==> src/rtl/mdu_iter.sv <==
// Iterative multiply/divide unit: shift-add multiply and restoring divide, one bit per cycle.
// Optional MDU_EARLY_OUT_EN: trivial multiplies, divide-by-zero and signed overflow finish in one cycle.
module mdu_iter #(
  parameter int WIDTH = 32
) (
  input  logic             clk,
  input  logic             rst,
  input  logic             in_valid,
  output logic             in_ready,
  input  logic [WIDTH-1:0] a,
  input  logic [WIDTH-1:0] b,
  input  logic [3:0]       funct,
  output logic             out_valid,
  input  logic             out_ready,
  output logic [WIDTH-1:0] s,
  output logic             zero,
  output logic             err
);
  typedef enum logic [1:0] {IDLE = 2'd0, BUSY = 2'd1, DONE = 2'd2} state_e;

  localparam int              CW      = $clog2(WIDTH + 1);
  localparam logic [CW-1:0]   LAST    = CW'(WIDTH);
  localparam logic [3:0]      F_MUL   = 4'd0;
  localparam logic [3:0]      F_MULH  = 4'd1;
  localparam logic [3:0]      F_MULHU = 4'd2;
  localparam logic [3:0]      F_DIV   = 4'd3;
  localparam logic [3:0]      F_DIVU  = 4'd4;
  localparam logic [3:0]      F_REM   = 4'd5;
  localparam logic [3:0]      F_REMU  = 4'd6;

  function automatic logic [WIDTH-1:0] cneg(input logic [WIDTH-1:0] v, input logic neg);
    return neg ? (~v + WIDTH'(1)) : v;
  endfunction

  function automatic logic [2*WIDTH-1:0] cneg2(input logic [2*WIDTH-1:0] v, input logic neg);
    return neg ? (~v + (2*WIDTH)'(1)) : v;
  endfunction

  state_e             state_q, state_d;
  logic [CW-1:0]      cnt_q, cnt_d;
  logic               fast_q, fast_d;
  logic [3:0]         fn_q, fn_d;
  logic               sa_q, sa_d, sb_q, sb_d;
  logic [WIDTH:0]     hi_q, hi_d;
  logic [WIDTH-1:0]   lo_q, lo_d, dv_q, dv_d;
  logic [WIDTH-1:0]   s_q, s_d;
  logic               zero_q, zero_d, err_q, err_d;

  logic               accept, legal, is_div_in, is_sgn_in, a_neg_in, b_neg_in, fast_in, early;
  logic [WIDTH-1:0]   a_mag, b_mag, early_s;
  logic signed [WIDTH-1:0] a_sgn, b_sgn;
  logic [WIDTH:0]     mul_sum, div_shift;
  logic [WIDTH+1:0]   div_diff;
  logic [2*WIDTH-1:0] prod;
  logic [WIDTH-1:0]   res;

  assign accept    = in_valid && in_ready;
  assign legal     = (funct <= F_REMU);
  assign is_div_in = legal && (funct >= F_DIV);
  assign is_sgn_in = (funct == F_MULH) || (funct == F_DIV) || (funct == F_REM);
  assign a_sgn     = $signed(a);
  assign b_sgn     = $signed(b);
  assign a_neg_in  = is_sgn_in && (a_sgn < 0);
  assign b_neg_in  = is_sgn_in && (b_sgn < 0);
  // The most-negative value maps onto itself, which read unsigned is its true magnitude.
  assign a_mag     = cneg(a, a_neg_in);
  assign b_mag     = cneg(b, b_neg_in);

`ifdef MDU_EARLY_OUT_EN
  function automatic logic [WIDTH-1:0] early_res(input logic [3:0] f, input logic [WIDTH-1:0] av,
                                                 input logic [WIDTH-1:0] bv);
    if (f <= F_MULHU) return '0;
    if (bv == '0)     return ((f == F_DIV) || (f == F_DIVU)) ? '1 : av;
    return (f == F_DIV) ? av : '0;
  endfunction

  assign early   = legal && ((!is_div_in && ((a == '0) || (b == '0))) || (is_div_in && (b == '0)) ||
                   (((funct == F_DIV) || (funct == F_REM)) && (a == {1'b1, {(WIDTH-1){1'b0}}}) && (b == '1)));
  assign early_s = early_res(funct, a, b);
`else
  assign early   = 1'b0;
  assign early_s = '0;
`endif

  assign fast_in = !legal || early;

  assign mul_sum   = hi_q + {1'b0, (lo_q[0] ? dv_q : {WIDTH{1'b0}})};
  assign div_shift = {hi_q[WIDTH-1:0], lo_q[WIDTH-1]};
  assign div_diff  = {1'b0, div_shift} - {2'b00, dv_q};
  assign prod      = cneg2({hi_q[WIDTH-1:0], lo_q}, (fn_q == F_MULH) && (sa_q ^ sb_q));

  always_comb begin
    res = '0;
    case (fn_q)
      F_MUL:           res = prod[WIDTH-1:0];
      F_MULH, F_MULHU: res = prod[2*WIDTH-1:WIDTH];
      F_DIV:           res = (dv_q == '0) ? '1 : cneg(lo_q, sa_q ^ sb_q);
      F_DIVU:          res = lo_q;
      F_REM:           res = cneg(hi_q[WIDTH-1:0], sa_q);
      F_REMU:          res = hi_q[WIDTH-1:0];
      default:         res = '0;
    endcase
  end

  always_ff @(posedge clk) begin
    if (rst) begin
      state_q <= IDLE;
      cnt_q   <= '0;
      fast_q  <= 1'b0;
      s_q     <= '0;
      zero_q  <= 1'b1;
      err_q   <= 1'b0;
    end else begin
      state_q <= state_d;
      cnt_q   <= cnt_d;
      fast_q  <= fast_d;
      s_q     <= s_d;
      zero_q  <= zero_d;
      err_q   <= err_d;
    end
  end

  always_ff @(posedge clk) begin
    fn_q <= fn_d;
    sa_q <= sa_d;
    sb_q <= sb_d;
    hi_q <= hi_d;
    lo_q <= lo_d;
    dv_q <= dv_d;
  end

  always_comb begin
    state_d = state_q;
    case (state_q)
      IDLE:    if (accept) state_d = BUSY;
      BUSY:    if (fast_q || (cnt_q == LAST)) state_d = DONE;
      DONE:    if (out_ready) state_d = IDLE;
      default: state_d = IDLE;
    endcase
  end

  always_comb begin
    cnt_d  = cnt_q;
    fast_d = fast_q;
    fn_d   = fn_q;
    sa_d   = sa_q;
    sb_d   = sb_q;
    hi_d   = hi_q;
    lo_d   = lo_q;
    dv_d   = dv_q;
    s_d    = s_q;
    zero_d = zero_q;
    err_d  = err_q;
    if ((state_q == IDLE) && accept) begin
      cnt_d  = '0;
      fast_d = fast_in;
      fn_d   = funct;
      sa_d   = a_neg_in;
      sb_d   = b_neg_in;
      hi_d   = '0;
      lo_d   = is_div_in ? a_mag : b_mag;
      dv_d   = is_div_in ? b_mag : a_mag;
      // Short-circuit results are posted now; BUSY then lasts a single cycle.
      if (fast_in) begin
        s_d    = legal ? early_s : '0;
        zero_d = legal ? (early_s == '0) : 1'b1;
        err_d  = !legal;
      end
    end else if ((state_q == BUSY) && !fast_q) begin
      if (cnt_q != LAST) begin
        cnt_d = cnt_q + CW'(1);
        if (fn_q >= F_DIV) begin
          hi_d = div_diff[WIDTH+1] ? div_shift : div_diff[WIDTH:0];
          lo_d = {lo_q[WIDTH-2:0], !div_diff[WIDTH+1]};
        end else begin
          hi_d = {1'b0, mul_sum[WIDTH:1]};
          lo_d = {mul_sum[0], lo_q[WIDTH-1:1]};
        end
      end else begin
        s_d    = res;
        zero_d = (res == '0);
        err_d  = 1'b0;
      end
    end
  end

  always_comb begin
    in_ready  = (state_q == IDLE) && !rst;
    out_valid = (state_q == DONE);
    s         = s_q;
    zero      = zero_q;
    err       = err_q;
  end
endmodule

==> config.mk <==
export PLATFORM = sky130hd
export DESIGN_NAME = mdu_iter
export DESIGN_NICKNAME = d
export VERILOG_FILES = /design/src/rtl/mdu_iter.sv
export SDC_FILE = /design/constraint.sdc
export NUM_CORES = 1
export LEC_CHECK = 0
export ABC_CLOCK_PERIOD_IN_PS = 10800
export CAP_MARGIN = 10
export CORE_UTILIZATION = 30
export CTS_BUF_LIST = sky130_fd_sc_hd__clkbuf_8
export CTS_CLUSTER_SIZE = 8
export DETAILED_ROUTE_END_ITERATION = 6
export SYNTH_ARGS = -nofsm -noshare
export SYNTH_HDL_FRONTEND = slang
export SYNTH_SLANG_ARGS = --single-unit
==> constraint.sdc <==
create_clock -name clk -period 10.8 [get_ports clk]
set_input_delay 1.08 -clock clk [delete_from_list [all_inputs] [get_ports clk]]
set_output_delay 1.08 -clock clk [all_outputs]
set_load 0.01 [all_outputs]
==> results.txt, run 1 <==
Largest net degree at the start of global routing -> 84
Mapped Area -> 14800 µm²
HPWL after DPL -> 45800 µm
Clock sink count -> 146
Post-route minimum period -> 4980 ps
Synthesis-to-layout area growth -> 13.6%
DRC viols -> 0
Setup crit start kind -> flop
Logic pwr share -> 51.6%
Synth area leaders -> edfxtp_1 (14%), dfxtp_1 (10%), nand2_1 (6.5%)
Lkg Pwr -> 6.29 nW
Post-Synthesis Cells -> 2019
Setup TNS -> 0 ps
Hold Path Depth -> 2
P_sw -> 1.32 mW
Switching part of the total -> 49.2%
Pins Over Slew Limit -> 0
Num CTS Buffers -> 17
Commonest non-fill, non-tap cell in the layout -> nand2_1
PwrDens -> 160 nW/µm²
CTS Buffer Depth -> 2
Flop and latch count out of synthesis -> 146
Cell taking the most area after synthesis -> edfxtp_1
Met1 wire length -> 25800 µm
WS Path Type -> reg -> reg
Met2 routed WL -> 27400 µm
Primary FF master, synth -> dfxtp_1
Initial DRC Count -> 1822
Initial antenna violation count -> 1
Routed vias/inst -> 5.97
PortBufs -> 107
Top-Level Pins -> 108
Wirelength per Cell -> 22.5 µm
Internal -> 1.37 mW
Max Clock Skew -> 42.5 ps
Setup crit end kind -> flop
R2R Path Start -> hi_q[0]
Maximum vdd drop -> 0.116 mV
Multi-input combinational cell area -> 10500 µm²
Initial Util -> 30.7%
Mapped Nets -> 2163
Routability cong. -> 0.986
Vias -> 16200
Reg-to-reg endpoint -> zero
Core area -> 48100 µm²
RSZ-0062 raised after global routing -> false
CP Max Fanout -> 11
Share of cells above drive strength 1 -> 5.26%
Arr. time, crit path -> 5460 ps
Clock latency on the worst-skew pair -> 560 ps
Post CTS Setup Buffer Count -> 0
Chip Width -> 224 µm
Post-synthesis sequential area ratio -> 24.5%
Ant diodes -> 0
TritonRoute pass-1 iters -> 6
Total of max-cap violations -> 0
Reg clk slew, reported paths -> 100 ps
Relative slew slack -> 19.7%
Sequential Area -> 3620 µm²
Total global-route track usage -> 23.9%
Hold path start -> s[11]
Uppermost layer routed -> met5
Hold crit path type -> reg -> reg
Clock Power Share -> 16.6%
Syn avg cell area -> 7.32 µm²
Std-Cell Rows -> 80
Root Driver -> clkbuf_8
Met3 wire length -> 4940 µm
Sequential Power Share -> 31.8%
Final ANT Viol Nets -> 0
Commonest non-fill, non-tap cells in the layout -> nand2_1 (253), nor2_1 (209), a21oi_1 (190)
Top-area cell type share of the netlist area -> 14.2%
Final Cycle Share -> 46.1%
Utilization after layout -> 34.9%
Status -> finished, final reports clean
Netlist cell types -> 80
Final hold violations -> 0
Asr flop ratio synth -> 0%
Final-report setup violation count -> 0
FMAX -> 201 MHz
CTS H-Tree Depth -> 4
First-pass GRT wire length -> 91900 µm
Total chip power -> 2.69 mW
# hold bufs at CTS -> 0
Die height -> 224 µm
Worst Max-Slew Pin Slew -> 1200 ps
Gr ovfl total -> 0
Post-CTS resize count -> 0
Number of synthesized flops with an enable pin -> 70
Vias in the first global route -> 15100
Hold Crit Endpoint -> s[11]
Total Nets Final -> 2185
CTS tree -> yes
Final WL -> 60900 µm
Die Area -> 50200 µm²
Worst Path Required -> 11280 ps
Worst reg-to-reg setup slack -> 5820 ps
R2R cell count -> 12
Yosys warns -> 0
Layout fillers -> 5075
==> critical path, stage by stage, from the launching register on <==
cell and delay (ps):
dfxtp_1 500, inv_1 210, ha_1 430, nor3b_1 700
nand3_1 480, or4b_1 670, o21ai_1 180, a21oi_1 90
a21oi_1 230, o211ai_1 180, or4b_2 680, nor4_1 360
a41o_1 230
==> per-layer routing <==
metal / track usage [%] / up-vias
met5: 0 / -
met4: 11.0 / 2
met3: 4.45 / 137
met2: 37.9 / 815
met1: 31.4 / 7765
li1: - / 7455
==> cell type report <==
type	instances	area share (%)
Clock inverter	15	0.857
Multi-Input combinational cell	1676	62.2
Clock buffer	17	1.39
Tap cell	656	4.89
Sequential cell	146	21.6
Timing Repair Buffer	134	7.58
Inverter	66	1.48
==> flip-flops by register name, summed over array words and instances, names as in the netlist <==
signal	cells
cnt_q	6
sa_q	1
state_q	2
s	32
fn_q	4
hi_q	33
dv_q	32
zero	1
lo_q	32
sb_q	1
fast_q	1
err	1
==> cell usage after synthesis, types with 64 or more instances <==
library cell and n:
xnor2_1 77, edfxtp_1 70, dfxtp_1 76, nor3_1 67
o21ai_0 141, nand2_1 255, clkbuf_1 119, inv_1 64
ha_1 70, a21oi_1 191, nor2_1 211, xor2_1 65
==> cells by family after synthesis <==
group,after synthesis,synth area share [%]
buffers and inverters,197,5.09
AO/OA/AOI/OAI,621,26.4
adder cells (fa/ha/maj),72,6.20
AND/OR/NAND/NOR,776,24.8
multiplexers,65,4.54
XOR/XNOR,142,8.42
flip-flops,146,24.5
==> power by group through the flow <==
stage / Clock, mW / Sequential, mW / Combinational (mW)
final: 0.445 / 0.855 / 1.39
after global routing: 0.474 / 0.858 / 1.50
after CTS: 0.453 / 0.846 / 1.35
after detailed placement: 0 / 0.858 / 1.34
after global placement: 0 / 0.858 / 1.33
after floorplan: 0 / 0.722 / 1.04
==> per-stage QoR <==
step / cells / cell area, µm² / hold WS [ps] / setup WS, ps
floorplan: 2019 / 14800 / 453 / 6770
CTS: 2710 / 16800 / 481 / 5990
finish: 2710 / 16800 / 472 / 5820
global route: 2710 / 16800 / 511 / 5460
global placement: 2678 / 16400 / 448 / 5990
detailed placement: 2678 / 16400 / 453 / 5960
==> worst max-delay path by stage <==
stage / start / slack, ps / cells past startpoint / endpoint
CTS: hi_q[0] / 5990 / 12 / zero
detailed placement: a[2] / 5960 / 11 / lo_q[28]
floorplan: rst / 6770 / 6 / lo_q[0]
global placement: a[2] / 5990 / 11 / lo_q[28]
finish: hi_q[0] / 5820 / 12 / zero
global route: hi_q[0] / 5460 / 12 / zero
(Power assumes the default switching activity.)
==> inputs of run 2 (changes only) <==
Settings changed: ABC_CLOCK_PERIOD_IN_PS 10800 to 4500.
Clock period 10.8 ns to 4.5 ns, I/O delays scaled along.
==> results.txt, run 2 (synthesis results as in run 1) <==
Status -> finished, violations left
Failing checks -> DRC
Commonest non-fill, non-tap cells in the layout -> nand2_1 (253), nor2_1 (209), a21oi_1 (190)
Core area -> 48100 µm²
Multi-input combinational cell area -> 10400 µm²
Setup crit start kind -> flop
Initial Util -> 30.7%
Final WL -> 61700 µm
Relative slew slack -> 21.9%
Post-CTS resize count -> 0
Ant diodes -> 0
TritonRoute pass-1 iters -> 7
Std-Cell Rows -> 80
Clock sink count -> 146
Worst Max-Slew Pin Slew -> 1170 ps
Initial antenna violation count -> 1
Arr. time, crit path -> 4530 ps
Lkg Pwr -> 6.58 nW
Reg-to-reg endpoint -> zero
Worst Path Required -> 4970 ps
Final hold violations -> 0
Share of cells above drive strength 1 -> 7.72%
Biggest register -> hi_q
RSZ-0062 raised after global routing -> false
CP Max Fanout -> 10
FMAX -> 246 MHz
Layout fillers -> 5077
Max Clock Skew -> 21.4 ps
Top-Level Pins -> 108
CTS Buffer Depth -> 2
Total Nets Final -> 2242
Routed vias/inst -> 5.90
CTS tree -> yes
Fin area -> 17200 µm²
WS Path Type -> reg -> reg
PwrDens -> 386 nW/µm²
Initial DRC Count -> 1931
Hold path start -> s[11]
Setup crit end kind -> flop
Hold crit path type -> reg -> reg
Total chip power -> 6.65 mW
Sequential Area -> 3620 µm²
Die height -> 224 µm
DRC viols -> 1
Reg clk slew, reported paths -> 80 ps
Root Driver -> clkbuf_8
Post-route minimum period -> 4060 ps
Final ANT Viol Nets -> 0
PortBufs -> 107
Commonest non-fill, non-tap cell in the layout -> nand2_1
Chip Width -> 224 µm
Cell Area, Placed -> 16800 µm²
Largest net degree at the start of global routing -> 91
Clock latency on the worst-skew pair -> 540 ps
Final-report setup violation count -> 0
Pins Over Slew Limit -> 0
Hold Slack -> 463 ps
Final Cycle Share -> 90.2%
Die Area -> 50200 µm²
Hold Crit Endpoint -> s[11]
Vias -> 16300
Vias in the first global route -> 15200
Wirelength per Cell -> 22.3 µm
Hold Path Depth -> 2
R2R Path Start -> lo_q[26]
Maximum vdd drop -> 0.210 mV
Max FFs per register -> 33
Total global-route track usage -> 24.3%
First-pass GRT wire length -> 92700 µm
Utilization after layout -> 35.8%
Gr ovfl total -> 0
CTS H-Tree Depth -> 4
R2R cell count -> 10
Routability cong. -> 1.03
Num CTS Buffers -> 17
Synthesis-to-layout area growth -> 16.7%
Setup TNS -> 0 ps
Post CTS Setup Buffer Count -> 0
HPWL after DPL -> 48000 µm
Worst reg-to-reg setup slack -> 440 ps
Total of max-cap violations -> 0
# hold bufs at CTS -> 0
-- run 2: cell count changes in the layout (fill, tap and decap cells not counted), sizes merged --
cell | previous run | this run
bufinv | 0 | 2
buf | 27 | 84
clkinv | 4 | 5
clkinvlp | 4 | 3
inv | 73 | 71
-- run 2: metal layers --
layer,track usage (%),vias up,wire (µm)
li1,-,7585,-
met1,31.1,7775,25700
met2,37.7,794,27000
met3,4.42,173,5080
met4,15.2,0,3910
met5,0,-,0
-- run 2: worst max-delay path by stage --
stage               endpoint     start  slack (ps)
CTS                     zero   hi_q[1]         400
global route            zero   hi_q[1]         220
floorplan               zero   lo_q[0]         810
global placement    lo_q[28]      a[4]         560
detailed placement      zero   hi_q[1]         460
finish                  zero  lo_q[26]         440
-- run 2: through the flow --
step	setup WS, ps	std cells
after floorplan	814	2019
after global placement	557	2735
after detailed placement	464	2735
after CTS	395	2767
after global routing	221	2767
final	442	2767
-- run 2: cell type report --
cell class / instances / share of cell area (%)
Multi-Input combinational cell: 1676 / 60.6
Sequential cell: 146 / 21.0
Timing Repair Buffer: 191 / 9.94
Tap cell: 656 / 4.76
Inverter: 66 / 1.44
Clock buffer: 17 / 1.36
Clock inverter: 15 / 0.907
-- run 2: power by group --
group	total (mW)	internal, mW	switching [mW]
Sequential	1.93	1.57	0.351
Clock	1.10	0.495	0.605
Combinational	3.62	1.39	2.23
Total	6.65	3.46	3.19
-- run 2: worst max-delay path: stages, from the launching register on --
cell and delay (ps):
edfxtp_1 500, or3_4 450, or4b_1 650, or3_1 610, nand2_8 160, a21oi_2 50, or3_1 440, or4_1 470
nor4_1 260, and4_1 250, a41o_1 160
